--- config.mk ---
export PLATFORM = sky130hd
export DESIGN_NAME = mp_add_sequencer_flat
export DESIGN_NICKNAME = d
export VERILOG_FILES = /design/src/rtl/mp_add_sequencer_pkg.sv /design/src/rtl/mp_add_sequencer_if.sv /design/src/rtl/mp_add_sequencer_csa32.sv /design/src/rtl/mp_add_sequencer.sv /design/src/flat_wrapper.sv
export SDC_FILE = /design/constraint.sdc
export NUM_CORES = 1
export LEC_CHECK = 0
export ABC_AREA = 1
export CORE_MARGIN = 8
export CORE_UTILIZATION = 47
export CTS_CLUSTER_DIAMETER = 50
export DETAILED_ROUTE_END_ITERATION = 12
export GPL_TIMING_DRIVEN = 0
export PLACE_DENSITY = 0.84
export SETUP_SLACK_MARGIN = 0.05
export SYNTH_ARGS = -nofsm -noshare
export SYNTH_HDL_FRONTEND = slang
export SYNTH_SLANG_ARGS = --single-unit
--- constraint.sdc ---
create_clock -name clk -period 21.5 [get_ports clk]
set_clock_uncertainty 0.15 [all_clocks]
set_input_delay 3.225 -clock clk [delete_from_list [all_inputs] [get_ports clk]]
set_output_delay 3.225 -clock clk [all_outputs]
set_load 0.05 [all_outputs]
--- src/rtl/mp_add_sequencer_pkg.sv ---
// Shared definitions for the multi-precision add/subtract sequencer.
package mp_add_pkg;

   localparam int DATA_W = 32;

   typedef enum logic [1:0] {
      IDLE  = 2'd0,
      RUN   = 2'd1,
      DRAIN = 2'd2
   } state_t;

endpackage

--- src/rtl/mp_add_sequencer_if.sv ---
// Word-stream bus between host/DMA, the sequencer and the downstream sum consumer.
interface mp_add_sequencer_if;
   import mp_add_pkg::*;

   // Both streams use the same valid/ready rule: a beat transfers on the rising edge
   // where valid and ready are both high; once valid rises, the payload stays stable
   // until that transfer happens.
   logic              in_valid;
   logic              in_ready;
   logic [DATA_W-1:0] a_word;
   logic [DATA_W-1:0] b_word;
   logic              out_valid;
   logic              out_ready;
   logic [DATA_W-1:0] sum_word;
   logic              out_last;

   modport master (
      output in_valid, a_word, b_word, out_ready,
      input  in_ready, out_valid, sum_word, out_last
   );

   modport slave (
      input  in_valid, a_word, b_word, out_ready,
      output in_ready, out_valid, sum_word, out_last
   );

endinterface

--- src/rtl/mp_add_sequencer_csa32.sv ---
// 32-bit carry-skip adder: 4-bit ripple blocks, block carry bypassed when all bits propagate.
module csa32 (
   input  logic [31:0] a,
   input  logic [31:0] b,
   input  logic        cin,
   output logic [31:0] sum,
   output logic        cout
);

   localparam int BLK_W = 4;
   localparam int N_BLK = 32 / BLK_W;

   logic c_blk;
   logic c_ripple;
   logic blk_prop;
   logic p;

   always_comb begin
      sum      = '0;
      c_blk    = cin;
      c_ripple = cin;
      blk_prop = 1'b1;
      p        = 1'b0;
      for (int k = 0; k < N_BLK; k++) begin
         c_ripple = c_blk;
         blk_prop = 1'b1;
         for (int i = 0; i < BLK_W; i++) begin
            p                  = a[k*BLK_W+i] ^ b[k*BLK_W+i];
            sum[k*BLK_W+i]     = p ^ c_ripple;
            c_ripple           = (a[k*BLK_W+i] & b[k*BLK_W+i]) | (p & c_ripple);
            blk_prop           = blk_prop & p;
         end
         // A fully propagating block passes its incoming carry straight through.
         c_blk = blk_prop ? c_blk : c_ripple;
      end
      cout = c_blk;
   end

endmodule

--- src/rtl/mp_add_sequencer.sv ---
// Streams WORDS-word add/subtract through one 32-bit adder, chaining carry between cycles.
module mp_add_sequencer
   import mp_add_pkg::*;
#(
   parameter int WORDS = 4
) (
   input  logic                     clk,
   input  logic                     rst_n,
   input  logic                     start,
   input  logic                     op_sub,
   input  logic                     abort,
   mp_add_sequencer_if.slave        bus,
   output logic                     busy,
   output logic                     done,
   output logic                     carry_out,
   output state_t                   dbg_state
);

   localparam int               CNT_W    = $clog2(WORDS + 1);
   localparam logic [CNT_W-1:0] LAST_IDX = CNT_W'(WORDS - 1);

   state_t            state_q;
   state_t            state_d;
   logic              op_sub_q;
   logic              carry_q;
   logic [CNT_W-1:0]  word_cnt;
   logic [DATA_W-1:0] sum_q;
   logic              out_valid_q;
   logic              out_last_q;
   logic              done_q;
   logic              carry_out_q;

   logic              in_ready_c;
   logic              in_fire;
   logic              out_fire;
   logic              last_in;
   logic [DATA_W-1:0] add_b;
   logic [DATA_W-1:0] add_s;
   logic              add_co;

   // One-entry output register: a new pair is taken only if the slot is free or draining now.
   assign in_ready_c = (state_q == RUN) && (!out_valid_q || bus.out_ready) && !abort;
   assign in_fire    = bus.in_valid && in_ready_c;
   assign out_fire   = out_valid_q && bus.out_ready;
   assign last_in    = (word_cnt == LAST_IDX);

   // Subtraction is A + ~B with the carry chain seeded to 1 at start.
   assign add_b = op_sub_q ? ~bus.b_word : bus.b_word;

   csa32 u_adder (
      .a    (bus.a_word),
      .b    (add_b),
      .cin  (carry_q),
      .sum  (add_s),
      .cout (add_co)
   );

   always_ff @(posedge clk or negedge rst_n) begin
      if (!rst_n) state_q <= IDLE;
      else        state_q <= state_d;
   end

   always_comb begin
      state_d = state_q;
      if (abort) begin
         state_d = IDLE;
      end else begin
         case (state_q)
            IDLE:    if (start)                  state_d = RUN;
            RUN:     if (in_fire && last_in)     state_d = DRAIN;
            DRAIN:   if (out_fire && out_last_q) state_d = IDLE;
            default:                             state_d = IDLE;
         endcase
      end
   end

   always_ff @(posedge clk or negedge rst_n) begin
      if (!rst_n) begin
         op_sub_q    <= 1'b0;
         carry_q     <= 1'b0;
         word_cnt    <= '0;
         sum_q       <= '0;
         out_valid_q <= 1'b0;
         out_last_q  <= 1'b0;
         done_q      <= 1'b0;
         carry_out_q <= 1'b0;
      end else begin
         done_q <= 1'b0;
         if (abort) begin
            out_valid_q <= 1'b0;
            out_last_q  <= 1'b0;
            carry_q     <= 1'b0;
            word_cnt    <= '0;
         end else begin
            case (state_q)
               IDLE: begin
                  if (start) begin
                     op_sub_q <= op_sub;
                     carry_q  <= op_sub;
                     word_cnt <= '0;
                  end
               end
               RUN: begin
                  if (in_fire) begin
                     sum_q       <= add_s;
                     out_valid_q <= 1'b1;
                     out_last_q  <= last_in;
                     carry_q     <= add_co;
                     word_cnt    <= word_cnt + CNT_W'(1);
                  end else if (out_fire) begin
                     out_valid_q <= 1'b0;
                  end
               end
               DRAIN: begin
                  if (out_fire && out_last_q) begin
                     out_valid_q <= 1'b0;
                     out_last_q  <= 1'b0;
                     done_q      <= 1'b1;
                     carry_out_q <= carry_q;
                  end
               end
               default: begin
                  out_valid_q <= 1'b0;
               end
            endcase
         end
      end
   end

   assign bus.in_ready  = in_ready_c;
   assign bus.out_valid = out_valid_q;
   assign bus.sum_word  = sum_q;
   assign bus.out_last  = out_last_q;
   assign busy          = (state_q != IDLE);
   assign done          = done_q;
   assign carry_out     = carry_out_q;
   assign dbg_state     = state_q;

endmodule
--- src/flat_wrapper.sv ---
// flat-port wrapper written by rule: the top's interface ports become plain ports
module mp_add_sequencer_flat import mp_add_pkg::*;
#(
   parameter int WORDS = 4
)
  (clk, rst_n, start, op_sub, abort, busy, done, carry_out, dbg_state, bus_in_valid, bus_a_word, bus_b_word, bus_out_ready, bus_in_ready, bus_out_valid, bus_sum_word, bus_out_last);
  mp_add_sequencer_if bus_i ();
  input  logic clk;
  input  logic rst_n;
  input  logic start;
  input  logic op_sub;
  input  logic abort;
  output logic busy;
  output logic done;
  output logic carry_out;
  output state_t dbg_state;
  input wire logic [$bits(bus_i.in_valid)-1:0] bus_in_valid;
  input wire logic [$bits(bus_i.a_word)-1:0] bus_a_word;
  input wire logic [$bits(bus_i.b_word)-1:0] bus_b_word;
  input wire logic [$bits(bus_i.out_ready)-1:0] bus_out_ready;
  output wire logic [$bits(bus_i.in_ready)-1:0] bus_in_ready;
  output wire logic [$bits(bus_i.out_valid)-1:0] bus_out_valid;
  output wire logic [$bits(bus_i.sum_word)-1:0] bus_sum_word;
  output wire logic [$bits(bus_i.out_last)-1:0] bus_out_last;
  assign bus_i.in_valid = bus_in_valid;
  assign bus_i.a_word = bus_a_word;
  assign bus_i.b_word = bus_b_word;
  assign bus_i.out_ready = bus_out_ready;
  assign bus_in_ready = bus_i.in_ready;
  assign bus_out_valid = bus_i.out_valid;
  assign bus_sum_word = bus_i.sum_word;
  assign bus_out_last = bus_i.out_last;
  mp_add_sequencer #(.WORDS(WORDS)) u_core (.clk(clk), .rst_n(rst_n), .start(start), .op_sub(op_sub), .abort(abort), .bus(bus_i), .busy(busy), .done(done), .carry_out(carry_out), .dbg_state(dbg_state));
endmodule
## Word level (Yosys, flattened, before mapping)

Index checks and enable logic that the tools add are counted.

- Register bits after elaboration: 43
- Input bits: 71
- Output and inout bits: 40
- Logic and storage cells: 258

- Add/sub/neg operators: 1
- Equality and inequality tests: 9
- Multiplexer cells: 33
- Bitwise gates (word level): 186
- Reduce and logical (&&, ||, !) cells: 20

Operators with widths:

| cell | number |
|---|---|
| $and A1 B1 Y1 | 88 |
| $xor A1 B1 Y1 | 64 |
| $mux W32 | 1 |
| $not A32 Y32 | 1 |
| $or A1 B1 Y1 | 32 |
| $reduce_and A3 Y1 | 7 |
| $mux W1 | 20 |
| $mux W3 | 3 |
| $mux W2 | 4 |
| $logic_and A1 B1 Y1 | 6 |
| $ne A3 B2 Y1 const B | 2 |
| $ne A3 B3 Y1 const B | 2 |
| $pmux W2 S3 | 1 |
| $pmux W3 S2 | 1 |
| $reduce_bool A3 Y1 | 2 |
| $ne A4 B2 Y1 const B | 1 |
| $pmux W1 S2 | 2 |
| $add A3 B1 Y3 const B | 1 |
| $eq A3 B2 Y1 const B | 1 |
| $pmux W1 S3 | 1 |
| $eq A2 B1 Y1 const B | 1 |
| $eq A2 B2 Y1 const B | 1 |
| $logic_not A1 Y1 | 2 |
| $logic_not A2 Y1 | 1 |
| other kinds (4) | 4 |

## Depth between registers and ports, before layout

Gate-level depths: netlist of the first run.

- Depth after elaboration: 78
- Depth in mapped cells: 56
- Gate-level depth less buffers: 54

## Cells and area by module

Synthesis of the first run repeated with hierarchy kept, for this count alone.

- Cell total of the unflattened synthesis: 366
- Area, all modules: 3433.3 um2

By module, submodules not included:

| module | times used | cells each | area each (um2) | seq. area each (um2) |
|---|---|---|---|---|
| mp_add_sequencer | 1 | 249 | 2107.0 | 1076.0 |
| csa32 | 1 | 117 | 1326.3 | 0.0 |

## Least setup slack after synthesis of the first run

No wires, ideal clock.

- Kind: input to register
- Start point: in bus_b_word[0]
- End point: reg u_core.carry_q
- Setup time: 0.065 ns
- Data arrival time: 17.653 ns
- Required time: 21.285 ns
- Slack: 3.632 ns
- Cell stages on the path: 54
- Buffers on the path: 0
- Cells stage by stage: xor2_1 > fa_1 > inv_1 > fa_1 > fa_1 > fa_1 > o21ai_0 > nand2_1 > fa_1 > fa_1 > fa_1 > fa_1 > or2_2 > nand2_1 > inv_1 > fa_1 > fa_1 > fa_1 > [18 not listed] > fa_1 > or2_2 > and2_1 > fa_1 > fa_1 > fa_1 > fa_1 > nand2_1 > nand2_1 > fa_1 > fa_1 > fa_1 > fa_1 > nor2_1 > nor2_1 > nand2_1 > nand2_1 > nand2_1

- Cells in the longest elaborated chain, start to end: 78
- Elaborated cells between the ends (all ways): 82
- Classes of those cells: 12 x mux; 70 x bitwise

Ends and longest elaborated chain:

| what | RTL line | source |
|---|---|---|
| start: declaration | flat_wrapper.sv:19 | `input wire logic [$bits(bus_i.b_word)-1:0] bus_b_word;` |
| $not A32 Y32 | mp_add_sequencer.sv:48 | `assign add_b = op_sub_q ? ~bus.b_word : bus.b_word;` |
| $mux W32 (*) | mp_add_sequencer.sv:48 |  |
| $xor A1 B1 Y1 | mp_add_sequencer_csa32.sv:28 | `p = a[k*BLK_W+i] ^ b[k*BLK_W+i];` |
| $and A1 B1 Y1 | mp_add_sequencer_csa32.sv:30 | `c_ripple = (a[k*BLK_W+i] & b[k*BLK_W+i]) \| (p & c_ripple);` |
| $or A1 B1 Y1 | mp_add_sequencer_csa32.sv:30 |  |
| $and A1 B1 Y1 | mp_add_sequencer_csa32.sv:30 |  |
| $or A1 B1 Y1 | mp_add_sequencer_csa32.sv:30 |  |
| $and A1 B1 Y1 | mp_add_sequencer_csa32.sv:30 |  |
| [62 not listed] | n/a |  |
| $and A1 B1 Y1 | mp_add_sequencer_csa32.sv:30 |  |
| $or A1 B1 Y1 | mp_add_sequencer_csa32.sv:30 |  |
| $and A1 B1 Y1 | mp_add_sequencer_csa32.sv:30 |  |
| $or A1 B1 Y1 | mp_add_sequencer_csa32.sv:30 |  |
| $mux W1 (*) | mp_add_sequencer_csa32.sv:34 | `c_blk = blk_prop ? c_blk : c_ripple;` |
| $mux W1 (*) | mp_add_sequencer.sv:104 | `if (in_fire) begin` |
| $pmux W1 S2 (*) | mp_add_sequencer.sv:95 | `case (state_q)` |
| $mux W1 (*) | mp_add_sequencer.sv:89 | `if (abort) begin` |
| end signal: assignment | mp_add_sequencer.sv:99 | `carry_q <= op_sub;` |
| end signal: assignment | mp_add_sequencer.sv:108 | `carry_q <= add_co;` |
| end: declaration | mp_add_sequencer.sv:25 | `logic carry_q;` |

Every way passes the cells marked *; elsewhere a longest branch is shown, timed or not. The select of a mux whose other input is x is not followed.
A chain may end at the register's enable or synchronous reset.

## Worst setup path after layout of the first run

Same ends and word-level chain as after synthesis.

==> results of run 1 <==
==> final cells by class <==
cell class                 instances  area (sq um)
fill                             570          2420
multi-input combinational        239          2020
timing repair buffer             111          1120
sequential                        43          1080
inverter                          83           313
tap                               99           124
clock buffer                       6          72.6
buffer                            11          57.6
clock inverter                     2          12.5
==> per-layer routing <==
metal	vias to the layer above	global-route usage
met1	1329	0.182
met2	81	0.334
met4	0	0.0564
li1	1353	-
met3	11	0.0347
met5	-	0
==> power breakdown <==
| group | switching, W | internal (W) |
|---|---|---|
| sequential | 0.0000175 | 0.000111 |
| clock | 0.0000275 | 0.0000227 |
| combinational | 0.000206 | 0.000119 |
| total | 0.000251 | 0.000253 |
==> path summary, 6_finish.rpt <==
path,startpoint,end,slack [ps]
setup / recovery,bus_b_word[0],u_core.carry_q,2450
hold / removal,u_core.bus.sum_word[19],u_core.bus.sum_word[19],340
setup reg to reg,u_core.op_sub_q,u_core.carry_q,4770
hold reg to reg,u_core.bus.sum_word[19],u_core.bus.sum_word[19],340
max in group asynchronous,rst_n,u_core.bus.sum_word[1],18020
min in group asynchronous,rst_n,u_core.bus.sum_word[26],2700
==> flip-flops by register name, indices dropped and copies added (netlist names) <==
name	count
u_core.bus.out_last	1
u_core.bus.out_valid	1
u_core.bus.sum_word	32
u_core.carry_out	1
u_core.carry_q	1
u_core.dbg_state	2
u_core.done	1
u_core.op_sub_q	1
u_core.word_cnt	3
==> synth_stat cells, types with 2 or more instances <==
library cell  instances  share of area
nor3_1                2         0.0029
buf_2                 7          0.010
nand2_1              58          0.063
inv_1                79          0.086
nor2_2                4         0.0072
or2_2                 3         0.0054
and2_1                2         0.0036
nand3_1              10          0.014
inv_2                 3         0.0033
xnor2_1              31          0.078
ha_1                 34           0.12
o21ai_1               4         0.0058
o21ai_0              33          0.048
nand4_1               5         0.0090
clkbuf_1              3         0.0033
nor2_1               11          0.012
dfrtp_1              43           0.31
fa_1                 32           0.18
==> stage by stage <==
step	worst slack, ps	area [sq um]	total power, W
after CTS	2460	4790	0.000512
after global routing	1940	4790	0.000545
after floorplan	3630	3460	0.000343
final	2450	4790	0.000505
after detailed placement	2160	4700	0.000461
after global placement	2460	4690	0.000447
==> worst max-delay path, delay by kind of cell <==
kind | cells | cell delay, ps
xor+xnor | 1 | 250
simple gates | 17 | 2360
fa+ha+maj | 32 | 12390
buf+inv | 3 | 590
compound gates | 2 | 280
==> cell families (layout without fill, tap and decap cells) <==
group / Yosys count / count (layout)
buffers and inverters: 94 / 213
XOR/XNOR: 32 / 32
flip-flops: 43 / 43
AND/OR/NAND/NOR: 98 / 98
multiplexers: 1 / 1
AO/OA/AOI/OAI: 42 / 42
adder cells (fa/ha/maj): 66 / 66
==> metrics.txt, run 1 <==
I/O Pins=~110; average routed wire per standard cell=between 10 and 15 um; routability cong.=between 0.8 and 0.9; mux cell area share after synthesis=0.00325; worst hold slack=between 300 and 400 ps; remaining global-route overflow=0; wire length on met1=roughly 3300 um; MaxCap Viol Count=0; CTS root buffer=clkbuf_8; final setup fails=0; die height=about 100 um; Max rail drop VDD=45.0 uV; Fin. Hold Viols=0; xor/xnor share of the synthesized area=0.0809; n_diodes=0; Area growth syn-to-layout=38.2%; worst skew pair latency=~290 ps; post-DP HPWL=7520 um; Post-synth EDFFs=0; most common cell after layout, fill and taps aside=clkdlybuf4s50_1; die width=a little over 100 um; Slew HR=0.643; Worst Tran Pin Value=about 530 ps; Worst EP required=approximately 22000 ps; Row Count=31; status=finished clean; H-tree depth=2; Synth Instances=376; Initial Util=0.480; core area=slightly above 0.007 sq mm; TritonCTS Buffers=5; synthesized area=0.00346 sq mm; initial antenna violation count=0; placed cells=586; syn avg cell area=slightly above 9 sq um; Finished Layout Cells=~600; vias in the first global route=approximately 3100; final antenna-violating net count=0; via count=roughly 2800; first-pass GRT wire length=13900 um; Hold WC Path Type=register to register; fin nets=631; Final Core Density=0.664; post-CTS setup buffers=0; Primary FF master, synth=dfrtp_1; PostCTS Resize Cnt=0; largest family of logic cells by synthesized area=adder cells; pwr/cell area=between 100 and 150 mW/mm^2; Synth Warn #=0; worst hold path depth=2; most frequent CP cell=fa_1; DR top layer=met4; drt drc=0; GRT Util Overall=0.173; Synth cell types=30; crit path max-delay cell type=clkdlybuf4s50_1; crit-path max FO=2; die area=between 0.01 and 0.015 sq mm; CP Capture Type=register; 1st-pass router iterations=4; crit path launch type=input pin; simple-gate share of the synthesized area=0.127; Clock Sinks=43; CTS tree=done; largest net degree at the start of global routing=28; final WL=8670 um; Clk pin slew, worst setup/hold paths=approximately 80 ps; fraction of registers with async set or reset after synthesis=1.00; CP peak stage delay=~480 ps; Period Utilization, post-route=0.886; Fmax=about 0.052 GHz; Final Slew Violations=0; first-iteration detailed-routing DRC count=65; fin crit period=around 19000 ps; leakage=between 2 and 2.5 nW; synthesized flop and latch total=43; sequential cell area fraction in the yosys report=0.311; syn_nets=between 500 and 600; Post-CTS Hold Fix Bufs=0; port buffer count=between 100 and 150; CTS max path bufs=2; unrepaired setup endpoints after global routing=no; Synth Area in Adders=0.308; TNS Setup=0 ps; most frequent cells in the layout=clkdlybuf4s50_1, inv_1, nand2_1; Setup CP Type=input pin to register; met2 wire len=roughly 4700 um; met3 wire len=slightly below 500 um; via/cell ratio=around 4.7; Synth Area in Compound Gates=0.0639; share of layout cells above drive strength 1=0.0646; reg2reg path depth=56; CP arrival=~19000 ps
Note: power is estimated with default switching activity, not from simulation.
==> run 2: changes to the inputs <==
--- a/config.mk
+++ b/config.mk
@@ -5,7 +5,6 @@
 export SDC_FILE = /design/constraint.sdc
 export NUM_CORES = 1
 export LEC_CHECK = 0
-export ABC_AREA = 1
 export CORE_MARGIN = 8
 export CORE_UTILIZATION = 47
 export CTS_CLUSTER_DIAMETER = 50
==> metrics.txt, run 2 <==
H-tree depth=2 (unchanged); TNS Setup=0 ps (unchanged); syn_nets=490 (-4.5%); sequential cell area fraction in the yosys report=0.312 (+0.00147); count leader, synth=inv_1; n_diodes=0 (unchanged); die area=0.0103 sq mm (-0.39%); crit path launch type=input pin; I/O Pins=111 (unchanged); Area growth syn-to-layout=38.6%; most common cell after layout, fill and taps aside=clkdlybuf4s50_1; Setup CP Type=input pin to register; largest net degree at the start of global routing=25 (-11%); via count=2706 (-2.5%); drt drc=0 (unchanged); GRT Util Overall=0.176 (+0.00329); post-CTS setup buffers=0 (unchanged); Post-synth EDFFs=0 (unchanged); Synth cell types=38 (+27%); most frequent cells in the layout=clkdlybuf4s50_1, inv_1, nand2_1; Yosys top cell by area=dfrtp_1; crit path max-delay cell type=fa_1; vias in the first global route=3092 (+0.68%); 1st-pass router iterations=4 (unchanged); Post-CTS Hold Fix Bufs=0 (unchanged); leakage=2.33 nW (-0.95%); pwr/cell area=99.5 mW/mm^2 (-5.6%); Synth Warn #=0 (unchanged); final WL=8550 um (-1.5%); PostCTS Resize Cnt=0 (unchanged); first-pass GRT wire length=14100 um (+1.6%); core area=0.00718 sq mm (-0.54%); average routed wire per standard cell=15.0 um (+2.7%); status=finished clean; total power=0.000476 W (-5.8%); synth cell count leaders=inv_1, nand2_1, dfrtp_1, ha_1; CTS max path bufs=2 (unchanged); final setup fails=0 (unchanged); port buffer count=109 (-0.91%); Worst EP required=21530 ps (-60 ps); Fillers=582 (+2.1%); Row Count=31 (unchanged); worst skew pair latency=300 ps (about the same); CP Capture Type=register; Clk pin slew, worst setup/hold paths=90 ps (about the same); Clock Sinks=43 (unchanged); Max rail drop VDD=34.7 uV (-23%); share of layout cells above drive strength 1=0.0552 (-0.00944); via/cell ratio=4.75 (+1.7%); CTS root buffer=clkbuf_8; remaining global-route overflow=0 (unchanged); Initial Util=0.481 (about the same); synthesized area=0.00345 sq mm (-0.47%); CP arrival=18410 ps (-730 ps); Fmax=0.0544 GHz (+3.7%); Fin. Hold Viols=0 (unchanged); top post-synthesis cells by area=dfrtp_1, fa_1, ha_1; max reg flops=32 (unchanged); Synth Instances=353 (-6.1%); die width=102 um (-0.20%); Final Slew Violations=0 (unchanged); die height=102 um (-0.20%); Hold WC Path Type=register to register; first-iteration detailed-routing DRC count=57 (-12%); initial antenna violation count=0 (unchanged); Reg area=0.00108 sq mm (unchanged); fin crit period=18370 ps (-678 ps); TritonCTS Buffers=5 (unchanged); top-area cell type share of the netlist area=0.312 (+0.00147); unrepaired setup endpoints after global routing=no; synthesized flop and latch total=43 (unchanged); Primary FF master, synth=dfrtp_1; post-DP HPWL=7470 um (-0.71%); routability cong.=0.811 (-9.1%); fin nets=607 (-3.8%); final antenna-violating net count=0 (unchanged); Post-Place Cell Area=0.00469 sq mm (-0.40%); post-route design area=0.00478 sq mm (-0.21%); MaxCap Viol Count=0 (unchanged); fraction of registers with async set or reset after synthesis=1.00 (unchanged); most frequent CP cell=fa_1; crit-path max FO=3 (+1); Multi-input gate area=0.00206 sq mm (+2.0%); CP peak stage delay=580 ps (+100 ps); syn avg cell area=9.77 sq um (+6.0%); Worst Tran Pin Value=534 ps (-0.504 ps); Period Utilization, post-route=0.855 (-0.0315); Slew HR=0.643 (about the same); CTS tree=done
==> run 2: logic make-up (layout without fill, tap and decap cells) <==
logic type	Yosys count	in the layout	synth area share
buf+inv	80	198	0.0911
flops	43	43	0.312
simple gates	78	78	0.109
mux	4	4	0.0123
xor+xnor	32	32	0.0813
fa+ha+maj	66	66	0.309
compound gates	50	50	0.0853
==> run 2: layout make-up <==
class | instances | area share
multi-input cells | 230 | 0.431
repair buffers | 110 | 0.233
flip-flops and latches | 43 | 0.225
inverters | 66 | 0.0518
well taps | 99 | 0.0259
clock buffers | 5 | 0.0144
plain buffers | 14 | 0.0139
clock inverters | 3 | 0.00524
==> run 2: where the power goes <==
group	switching, W	internal (W)
logic	0.000191	0.000107
registers	0.0000155	0.000109
clock network	0.0000298	0.0000232
==> run 2: final timing paths <==
path,from,to,slack [ps],cells after the start
setup / recovery,bus_b_word[0],u_core.bus.sum_word[31],3130,50
hold / removal,u_core.bus.sum_word[0],u_core.bus.sum_word[0],340,2
setup reg to reg,u_core.op_sub_q,u_core.bus.sum_word[31],5510,51
hold reg to reg,u_core.bus.sum_word[0],u_core.bus.sum_word[0],340,2
max in group asynchronous,rst_n,u_core.bus.sum_word[23],17970,2
min in group asynchronous,rst_n,u_core.done,2730,1
==> run 2: worst max-delay path: cells and delay by family <==
kind	cells	cell delay, ps
multiplexers	1	150
AO/OA/AOI/OAI	5	530
buffers and inverters	4	650
XOR/XNOR	1	250
adder cells (fa/ha/maj)	32	12700
AND/OR/NAND/NOR	7	880
==> run 2: routing by layer <==
layer / global-route usage / share of wire / vias up
li1: - / - / 1326
met3: 0.0302 / 0.058 / 14
met1: 0.184 / 0.38 / 1293
met2: 0.340 / 0.54 / 73
met4: 0.0664 / 0.024 / 0
met5: 0 / 0 / -
==> run 2: stage by stage <==
step | setup WS [ps] | cells | utilization | hold WS [ps]
2_1_floorplan | 4230 | 353 | - | 300
3_3_place_gp | 3030 | 561 | 0.650 | 312
3_5_place_dp | 2780 | 562 | 0.653 | 317
4_1_cts | 3070 | 570 | 0.666 | 339
5_1_grt | 2420 | 570 | 0.666 | 370
6_report | 3130 | 570 | 0.666 | 339
